===== config.mk =====
export PLATFORM = sky130hd
export DESIGN_NAME = logic_unit_pipe
export DESIGN_NICKNAME = d
export VERILOG_FILES = /design/src/rtl/logic_unit_pipe.sv
export SDC_FILE = /design/constraint.sdc
export NUM_CORES = 1
export LEC_CHECK = 0
export CAP_MARGIN = 20
export CORE_AREA = 2 2 161 163
export DETAILED_ROUTE_END_ITERATION = 12
export DIE_AREA = 0 0 163 165
export PLACE_DENSITY = 0.58
export SETUP_SLACK_MARGIN = 0.05
export SYNTH_ARGS = -nofsm -noshare
export SYNTH_HDL_FRONTEND = slang
export SYNTH_SLANG_ARGS = --single-unit

===== constraint.sdc =====
create_clock -name clock -period 12.3 [get_ports clock]
set_input_delay 2.46 -clock clock [delete_from_list [all_inputs] [get_ports clock]]
set_output_delay 2.46 -clock clock [all_outputs]
set_load 0.05 [all_outputs]

===== src/rtl/logic_unit_pipe.sv =====
// Two-stage pipelined bitwise logic unit with popcount and zero/ones flags.
// S1 registers the request, S2 registers the result; both stages backpressure-safe.
module logic_unit_pipe #(
  parameter int WIDTH = 32
) (
  input  logic             clock,
  input  logic             clear,
  input  logic             in_valid,
  output logic             in_ready,
  input  logic [2:0]       op,
  input  logic [WIDTH-1:0] a,
  input  logic [WIDTH-1:0] b,
  output logic             out_valid,
  input  logic             out_ready,
  output logic [WIDTH-1:0] z,
  output logic             zero_flag,
  output logic             ones_flag
);

  // Handshake: a transfer happens on a rising edge where valid and ready are both 1.
  // A producer holds valid and data until the transfer; ready never depends on valid.

  logic             s1_valid_q, s1_valid_d;
  logic [2:0]       s1_op_q, s1_op_d;
  logic [WIDTH-1:0] s1_a_q, s1_a_d;
  logic [WIDTH-1:0] s1_b_q, s1_b_d;
  logic             s2_valid_q, s2_valid_d;
  logic [WIDTH-1:0] z_q, z_d;
  logic             zero_q, zero_d;
  logic             ones_q, ones_d;

  logic             in_fire;
  logic             out_fire;
  logic             s2_load;
  logic [WIDTH-1:0] ab_or;
  logic [WIDTH-1:0] pop;
  logic [WIDTH-1:0] result;

  always_comb begin
    out_fire = s2_valid_q & out_ready;
    s2_load  = s1_valid_q & (~s2_valid_q | out_ready);
    in_ready = ~s1_valid_q | s2_load;
    in_fire  = in_valid & in_ready;
  end

  // Count accumulates at full WIDTH so the all-ones case (value WIDTH) fits for WIDTH >= 2.
  always_comb begin
    ab_or = s1_a_q | s1_b_q;
    pop   = '0;
    for (int i = 0; i < WIDTH; i++) begin
      pop = pop + WIDTH'(ab_or[i]);
    end
  end

  always_comb begin
    result = '0;
    case (s1_op_q)
      3'b000:  result = s1_a_q & s1_b_q;
      3'b001:  result = s1_a_q | s1_b_q;
      3'b010:  result = s1_a_q ^ s1_b_q;
      3'b011:  result = ~(s1_a_q | s1_b_q);
      3'b100:  result = ~(s1_a_q & s1_b_q);
      3'b101:  result = ~(s1_a_q ^ s1_b_q);
      3'b110:  result = ~s1_a_q;
      default: result = pop;
    endcase
  end

  always_comb begin
    s1_valid_d = s1_valid_q;
    s1_op_d    = s1_op_q;
    s1_a_d     = s1_a_q;
    s1_b_d     = s1_b_q;
    s2_valid_d = s2_valid_q;
    z_d        = z_q;
    zero_d     = zero_q;
    ones_d     = ones_q;

    if (s2_load) begin
      s2_valid_d = 1'b1;
      z_d        = result;
      zero_d     = (result == '0);
      ones_d     = &result;
    end else if (out_fire) begin
      s2_valid_d = 1'b0;
    end

    if (in_fire) begin
      s1_valid_d = 1'b1;
      s1_op_d    = op;
      s1_a_d     = a;
      s1_b_d     = b;
    end else if (s2_load) begin
      s1_valid_d = 1'b0;
    end
  end

  always_ff @(posedge clock or posedge clear) begin
    if (clear) begin
      s1_valid_q <= 1'b0;
      s1_op_q    <= '0;
      s1_a_q     <= '0;
      s1_b_q     <= '0;
      s2_valid_q <= 1'b0;
      z_q        <= '0;
      zero_q     <= 1'b1;
      ones_q     <= 1'b0;
    end else begin
      s1_valid_q <= s1_valid_d;
      s1_op_q    <= s1_op_d;
      s1_a_q     <= s1_a_d;
      s1_b_q     <= s1_b_d;
      s2_valid_q <= s2_valid_d;
      z_q        <= z_d;
      zero_q     <= zero_d;
      ones_q     <= ones_d;
    end
  end

  assign out_valid = s2_valid_q;
  assign z         = z_q;
  assign zero_flag = zero_q;
  assign ones_flag = ones_q;

endmodule


==> flow_metrics.tcl <==
set metrics [dict create \
    tightest_slew_ns 1.175 \
    vias 5839 \
    num_antenna_cells 0 \
    cts_hold_buffers 0 \
    status "finished, final reports clean" \
    postCtsSetupRepairBufs 0 \
    slowest_stage "clkdlybuf4s50_1" \
    dp_hpwl_mm 14.82 \
    final-max-slew-violation-count 0 \
    crit_path_end_kind "primary output" \
    grt.total_usage 0.1521 \
    grt_max_degree 81 \
    io_buffers 106 \
    synthFlopType "dfrtp_1" \
    clk-insertion-delay-late_ns 0.36 \
    first_pass_iters 5 \
    hold_ws_ns 0.4760 \
    crit_type "in -> out" \
    crit_arrival_ns 3.91 \
    fmax_ghz 0.1570 \
    synth_cell_type_count 65 \
    maxCapViolCount 0 \
    ys_async_sr_fraction 1.000 \
    postSynthCellCount 781 \
    clockBufferDepth 2 \
    ir_drop_mv 0.2575 \
    die_h_um 165 \
    root_buffer "clkbuf_16" \
    min_path_type "reg -> reg" \
    yosysWarnings 0 \
    cp_cell_sequence "clkdlybuf4s50_1 -> nand3b_1 -> clkdlybuf4s50_1" \
    cts_buffers 9 \
    rows 58 \
    nFillCells 2495 \
    pin_count 107 \
    drt_wl_total_mm 19.83 \
    relSlewSlack 0.2167 \
    antenna_found_initial 0 \
    rsz0062_at_grt "false" \
    cpMostUsedCell "clkdlybuf4s50_1" \
    layout_common_cells "inv_1 (109), clkdlybuf4s50_1 (106), dfrtp_1 (100)" \
    ys_ff_latch 103 \
    period_share 0.5178 \
    wire_per_inst_um 16.62 \
    post-route-drc-count 0 \
    cp-endpoint "in_ready" \
    grt_pass1_vias 5786 \
    vias_per_cell 4.894 \
    cp.required_ns 9.84 \
    startpoint_type "input port" \
    design.die.area_um2 26900 \
    reg2reg_depth 22 \
    rrSetupSlack_ns 6.29 \
    grt_overflow_total 0 \
    ys_seq_area_frac 0.3335 \
    cts-resized-gates 0 \
    p_leak_uw 0.004223 \
    grt_pass1_wl_mm 31.46 \
    gp_congestion 0.8829 \
    rr_endpoint "zero_flag" \
    fin_crit_ns 6.369 \
    start_util 0.3088 \
    drive_above_1_share 0.1390 \
    cts.sinks 103 \
    core_um2 25040 \
    finalSetupViolCount 0 \
    finalSetupTns_ns 0 \
    path_max_fanout 3 \
    cts_tree "done" \
    layout.nets 1024 \
    final_common_cell "inv_1" \
    p_per_area_nw_per_um2 233.3 \
    syn_nets 947 \
    slowest_delay_ns 0.82 \
    htree_levels 3 \
    synth_area_um2 7732 \
    hold_viol_final 0 \
    drt_iter0_drc 463 \
    clock_skew_ns 0.009747 \
    regToRegStartpoint "s1_a_q[7]" \
    clkSlewWorstSetupHoldPaths_ns 0.07 \
    synth-edff-count 0 \
    cp-startpoint "out_ready" \
    syn2layout_area_growth_pct 20.68 \
    syn_avg_cell_area_um2 9.901 \
    ant_nets 0 \
    die_x_um 163 \
]
-- critical path: cells and delay by family --
kind	cells	cell delay [ns]
buf+inv	2	1.28
simple gates	1	0.16
-- stage by stage --
step | total power [µW] | std cells | setup WS, ns | area, µm² | utilization
after global placement | 1873 | 1177 | 5.946 | 9027 | 0.3606
final | 2177 | 1193 | 5.931 | 9331 | 0.3727
after CTS | 2201 | 1193 | 5.921 | 9331 | 0.3727
after global routing | 2412 | 1193 | 5.881 | 9331 | 0.3727
after detailed placement | 1896 | 1177 | 5.928 | 9027 | 0.3606
after floorplan | 1562 | 781 | 6.646 | 7732 | -
-- metal layers --
metal	vias up	track usage	routed length (µm)
met4	0	0.03339	156
met3	16	0.02863	893
met5	-	0	0
met1	2854	0.2086	9542
met2	127	0.2498	9234
li1	2842	-	-
-- power by group --
part	switching [µW]	internal (µW)	total, µW
Sequential	61.0	410	471
Combinational	799	608	1410
Clock	138	160	298
Total	998	1180	2180
-- layout make-up --
| type | count | area [µm²] | share of cell area |
|---|---|---|---|
| Inverter | 112 | 422.9 | 0.04532 |
| Clock buffer | 9 | 225.2 | 0.02414 |
| Tap cell | 330 | 412.9 | 0.04425 |
| Multi-Input combinational cell | 520 | 4502 | 0.4824 |
| Clock inverter | 7 | 78.83 | 0.008447 |
| Timing Repair Buffer | 112 | 1106 | 0.1185 |
| Sequential cell | 103 | 2584 | 0.2769 |
-- cells by family after synthesis --
group	after synthesis	synth area share
mux	114	0.1631
compound gates	139	0.1319
fa+ha+maj	95	0.1770
simple gates	165	0.1016
buf+inv	158	0.08495
flops	103	0.3335
xor+xnor	7	0.007929
-- state kept, by name (all words and copies together), names as in the netlist --
register and flops:
ones_flag 1, z 32, s1_b_q 32, s1_op_q 3, s1_valid_q 1, s1_a_q 32
zero_flag 1, out_valid 1
-- synthesized netlist by cell type, types with 5 or more instances --
master    number  share of area
fa_1          24          0.062
nand2b_1      12         0.0097
nor3_1         7         0.0045
nand4_1        5         0.0040
nand2_1       92          0.045
nor2_1        14         0.0068
mux2_2        80           0.12
mux2i_1       27          0.035
o211ai_1       6         0.0058
o22ai_1        8         0.0065
dfrtp_1      102           0.33
clkbuf_1      19         0.0092
ha_1          71           0.11
a211oi_1      11          0.011
nor2b_1       10         0.0081
inv_1        110          0.053
a21oi_1       15         0.0097
buf_2         18          0.012
o221ai_1      19          0.022
o21ai_0       25          0.016
a21o_1         6         0.0058
buf_4          5         0.0049
a22oi_1       11          0.011
-- worst min path at each step --
| stage | start | cells past startpoint | endpoint | slack (ns) |
|---|---|---|---|---|
| 2_1_floorplan | s1_valid_q | 1 | out_valid | 0.47 |
| 3_3_place_gp | z[25] | 2 | z[25] | 0.46 |
| 3_5_place_dp | z[12] | 2 | z[12] | 0.47 |
| 4_1_cts | z[12] | 2 | z[12] | 0.48 |
| 5_1_grt | z[18] | 2 | z[18] | 0.50 |
| 6_report | z[25] | 2 | z[25] | 0.48 |
No activity file was read; power rests on OpenSTA's default activity.
==> edit 1: new RTL, config.mk and constraints unchanged <==
Change the parameter `WIDTH` from 32 to 28.
--- a/src/rtl/logic_unit_pipe.sv
+++ b/src/rtl/logic_unit_pipe.sv
@@ -1,7 +1,7 @@
 // Two-stage pipelined bitwise logic unit with popcount and zero/ones flags.
 // S1 registers the request, S2 registers the result; both stages backpressure-safe.
 module logic_unit_pipe #(
-  parameter int WIDTH = 32
+  parameter int WIDTH = 28
 ) (
   input  logic             clock,
   input  logic             clear,
Interface: changed (resized a, b and z); port bits go from 107 to 95. The function was not compared with the original's and may differ.
==> edit 1 against the unedited design <==
Via count shrank 14%. Combinational power shrank 6%. Largest cell class unchanged. Power shrank 5.4%. Critical path depth is the same. Design area shrank 9.5%. Worst setup slack gained 0.0015 ns. Sequential cell count shrank 12. Synthesized area shrank 9.9%. Wire length shrank 11%.
==> edit 1: results (changes against the unedited design) <==
- Htree depth: 3 (unchanged)
- N_diodes: 0 (unchanged)
- Clock Tree Buf Depth: 2 (unchanged)
- Fin nets: 882 (-14%)
- Total GRT Usage: 13.7% (-1.5 points)
- Clk Latency, worst-skew pair: 0.35 ns
- Hold Crit Depth: 2 (unchanged)
- Hpwl dp: 13,600 µm (-8.2%)
- Internal power: 1120 µW (-4.9%)
- Post-synth top flop: dfrtp_1
- DR WL/cell: 16.5 µm (-0.80%)
- Cell variety after synth: 65 (unchanged)
- CP max stage delay: 0.82 ns (about the same)
- Worst min-delay path class: reg2reg
- Outcome: finished clean
- Vias in the first global route: 4,996 (-14%)
- First-pass detailed-route iteration total: 4 (-1)
- DRT iter0 DRCs: 302 (-35%)
- Top cells by count, synth: 94 x inv_1, 90 x dfrtp_1, 77 x mux2_2
- Seq/Total Area, Yosys: 32.7% (-0.66 points)
- Gpl congestion: 0.926 (+4.9%)
- Post-Route Skew: 0.00586 ns (-0.00389 ns)
- PortBufs: 94 (-11%)
- Layout fillers: 2,548 (+2.1%)
- Synth top area cells: dfrtp_1 32%, mux2_2 12%, ha_1 11%
- Worst VDD drop: 0.000209 V (-19%)
- First-pass GRT wire length: 28,000 µm (-11%)
- Async SR Flop Fraction: 100% (unchanged)
- Clk slew on worst S/H paths: 0.06 ns
- Worst r2r path cells: 21 (-4.5%)
- Share of post-route cells with drive strength above 1: 16.1% (+2.2 points)
- Syn nets: 806 (-15%)
- Root buffer cell: clkbuf_16
- Sequential Power Share: 20.4% (-1.3 points)
- Yosys warns: 0 (unchanged)
- Vias per Instance: 4.68 (-4.3%)
- Worst-margin pin slew: 0.941 ns (-0.234 ns)
- Comb pwr: 1330 µW (-6%)
- Largest net degree at the start of global routing: 71 (-12%)
- Pleak: 0.00380 µW (-10%)
- Post-cts gate resize count: 0 (unchanged)
- Post-CTS Setup Inserts: 0 (unchanged)
edit 1: layout make-up:
| class | count | area (µm²) | area share, % |
|---|---|---|---|
| repair buffers | 102 | 1000 | 11.9 |
| well taps | 330 | 413 | 4.89 |
| clock inverters | 5 | 82.6 | 0.978 |
| flip-flops and latches | 91 | 2280 | 27.0 |
| multi-input cells | 436 | 4050 | 48.0 |
| clock buffers | 11 | 253 | 2.99 |
| inverters | 95 | 363 | 4.30 |
edit 1: critical path: cells and delay by family:
| kind | cells | cell delay (ns) |
|---|---|---|
| and+or+nand+nor | 1 | 0.16 |
| buffers and inverters | 2 | 1.29 |
edit 1: logic make-up after synthesis:
family          synth area share [%]
compound gates                  12.8
xor+xnor                        3.39
fa+ha+maj                       17.2
buf+inv                         9.21
flops                           32.7
mux                             16.9
simple gates                    7.83
edit 1: layer usage:
metal | GRT usage [%] | vias to the layer above | part of all wire, %
li1 | - | 2453 | -
met1 | 19.2 | 2440 | 49
met2 | 21.4 | 111 | 44
met3 | 3.54 | 8 | 5.9
met4 | 2.98 | 0 | 0.82
met5 | 0 | - | 0
edit 1: worst paths after layout:
path | startpoint | slack, ns | end
worst max-delay path | out_ready | 5.93 | in_ready
worst min-delay path | z[15] | 0.48 | z[15]
worst max register to register | s1_a_q[0] | 6.43 | zero_flag
worst min register to register | z[15] | 0.48 | z[15]
max in group asynchronous | clear | 8.67 | z[0]
min in group asynchronous | clear | 2.50 | s1_b_q[17]
edit 1: through the flow:
step	cells	setup slack (ns)	power, µW	hold WS [ns]	instance area (µm²)
floorplan	659	6.85	1420	0.501	6970
global placement	1054	5.94	1720	0.464	8110
detailed placement	1054	5.94	1750	0.468	8110
CTS	1070	5.93	2070	0.484	8440
global route	1070	5.87	2250	0.508	8440
finish	1070	5.93	2060	0.478	8440
==> edit 2: new RTL, config.mk and constraints unchanged <==
Made on the original files. Register the output `ones_flag` once more; this adds one clock of latency there. The other outputs are not delayed to match.
--- a/src/rtl/logic_unit_pipe.sv
+++ b/src/rtl/logic_unit_pipe.sv
@@ -120,7 +120,9 @@
   assign out_valid = s2_valid_q;
   assign z         = z_q;
   assign zero_flag = zero_q;
-  assign ones_flag = ones_q;
+  always_ff @(posedge clock) begin
+    ones_flag <= ones_q;
+  end
 
 endmodule
 
Formal check against the unedited RTL: not equivalent (Yosys sat finds a counterexample within 4 cycles, from zero or initial values).
==> edit 2 against the unedited design <==
Sequential share of layout area decreased by 0.13 points. Wire length increased by 2.4%. Via count increased by 3.1%. Power increased by 2.3%. Worst setup slack got worse by 0.012 ns. Synthesized area increased by 1.9%. Core utilization increased by 0.46 points. Design area increased by 1.2%. First-iteration DRC count decreased by 4.1%. Sequential cell count increased by 1. Largest power group unchanged. Highest routed layer unchanged.
==> edit 2: results (changes against the unedited design) <==
- Cell variety after synth: 67 (+3.1%)
- Outcome: finished clean
- Hpwl dp: 15,500 µm (+4.5%)
- Worst R2R Start: s1_a_q[9]
- Gpl congestion: 0.876 (-0.74%)
- Hold Crit Depth: 0 (-2)
- CP Data Arrival Time: 3.92 ns (about the same)
- Vias in the first global route: 5,894 (+1.9%)
- Pleak: 0.00429 µW (+1.5%)
- Worst VDD drop: 0.000187 V (-27%)
- Seq/Total Area, Yosys: 33.0% (-0.37 points)
- FF-to-FF setup slack: 6.18 ns (-0.11 ns)
- Worst-margin pin slew: 1.11 ns (-0.0696 ns)
- DR WL/cell: 16.7 µm (+0.64%)
- Post-Route Skew: 0.0103 ns (+0.000512 ns)
- Hold path endpoint: ones_flag
- Async SR Flop Fraction: 99.0% (-0.96 points)
- Final hold slack: 0.377 ns (-0.0993 ns)
- First-pass GRT wire length: 32,400 µm (+3.0%)
- Worst r2r path cells: 21 (-4.5%)
- Via count of the routed design: 6,018 (+3.1%)
- Syn nets: 965 (+1.9%)
- Largest net degree at the start of global routing: 68 (-16%)
- Synth top area cells: dfrtp_1 32%, mux2_2 12%, ha_1 11%
- Top cells by count, synth: 110 x nand2_1, 109 x inv_1, 102 x dfrtp_1
- Fin nets: 1,045 (+2.1%)
edit 2: cell count changes in the layout (fill, tap and decap cells not counted), sizes merged, moves of 5 or more:
cell and delta:
nor2b +5, a211oi -6, nand3 +7, nor3 -5, mux2 +5, nand2 +18
edit 2: layout make-up:
type,count,area [µm²],share of cell area (%)
sequential,104,2600,27.6
clock buffer,10,229,2.42
timing repair buffer,115,1130,11.9
clock inverter,6,53.8,0.569
tap,330,413,4.37
inverter,109,412,4.36
multi-input combinational,540,4610,48.8
edit 2: worst max path at each step:
stage / from / endpoint
final: out_ready / in_ready
after floorplan: s1_a_q[9] / zero_flag
after CTS: out_ready / in_ready
after detailed placement: out_ready / in_ready
after global routing: s1_a_q[9] / zero_flag
after global placement: out_ready / in_ready
edit 2: critical path, stage by stage:
cell             delay [ns]
clkdlybuf4s50_1        0.47
nand3b_1               0.16
clkdlybuf4s50_1        0.83
edit 2: metal layers:
metal | routed length, µm | GRT usage, % | vias to the layer above | share of wire (%)
met1 | 9740 | 22.0 | 2919 | 48
met3 | 1120 | 3.01 | 20 | 5.5
met2 | 9180 | 24.4 | 175 | 45
met4 | 264 | 3.78 | 0 | 1.3
li1 | - | - | 2904 | -
met5 | 0 | 0 | - | 0
edit 2: per-stage QoR:
step / std cells / cell area [µm²] / power (µW) / worst slack (ns)
floorplan: 799 / 7880 / 1580 / 6.76
global placement: 1198 / 9170 / 1930 / 5.95
detailed placement: 1198 / 9170 / 1950 / 5.92
CTS: 1214 / 9450 / 2240 / 5.91
global route: 1214 / 9450 / 2440 / 5.77
finish: 1214 / 9450 / 2230 / 5.92
edit 2: report_power, final:
group / leakage, µW / total, µW / switching [µW] / internal (µW)
logic: 0.00292 / 1460 / 834 / 628
clock network: 0.000129 / 281 / 140 / 141
registers: 0.00123 / 485 / 70.9 / 414
edit 2: kinds of logic (layout without fill, tap and decap cells):
family          after synthesis  in the layout  synth area share [%]
simple gates                200            200                  12.2
mux                         118            118                  16.6
flops                       104            104                  33.0
buf+inv                     155            240                  8.56
fa+ha+maj                    95             95                  17.4
compound gates              120            120                  11.5
xor+xnor                      7              7                 0.778
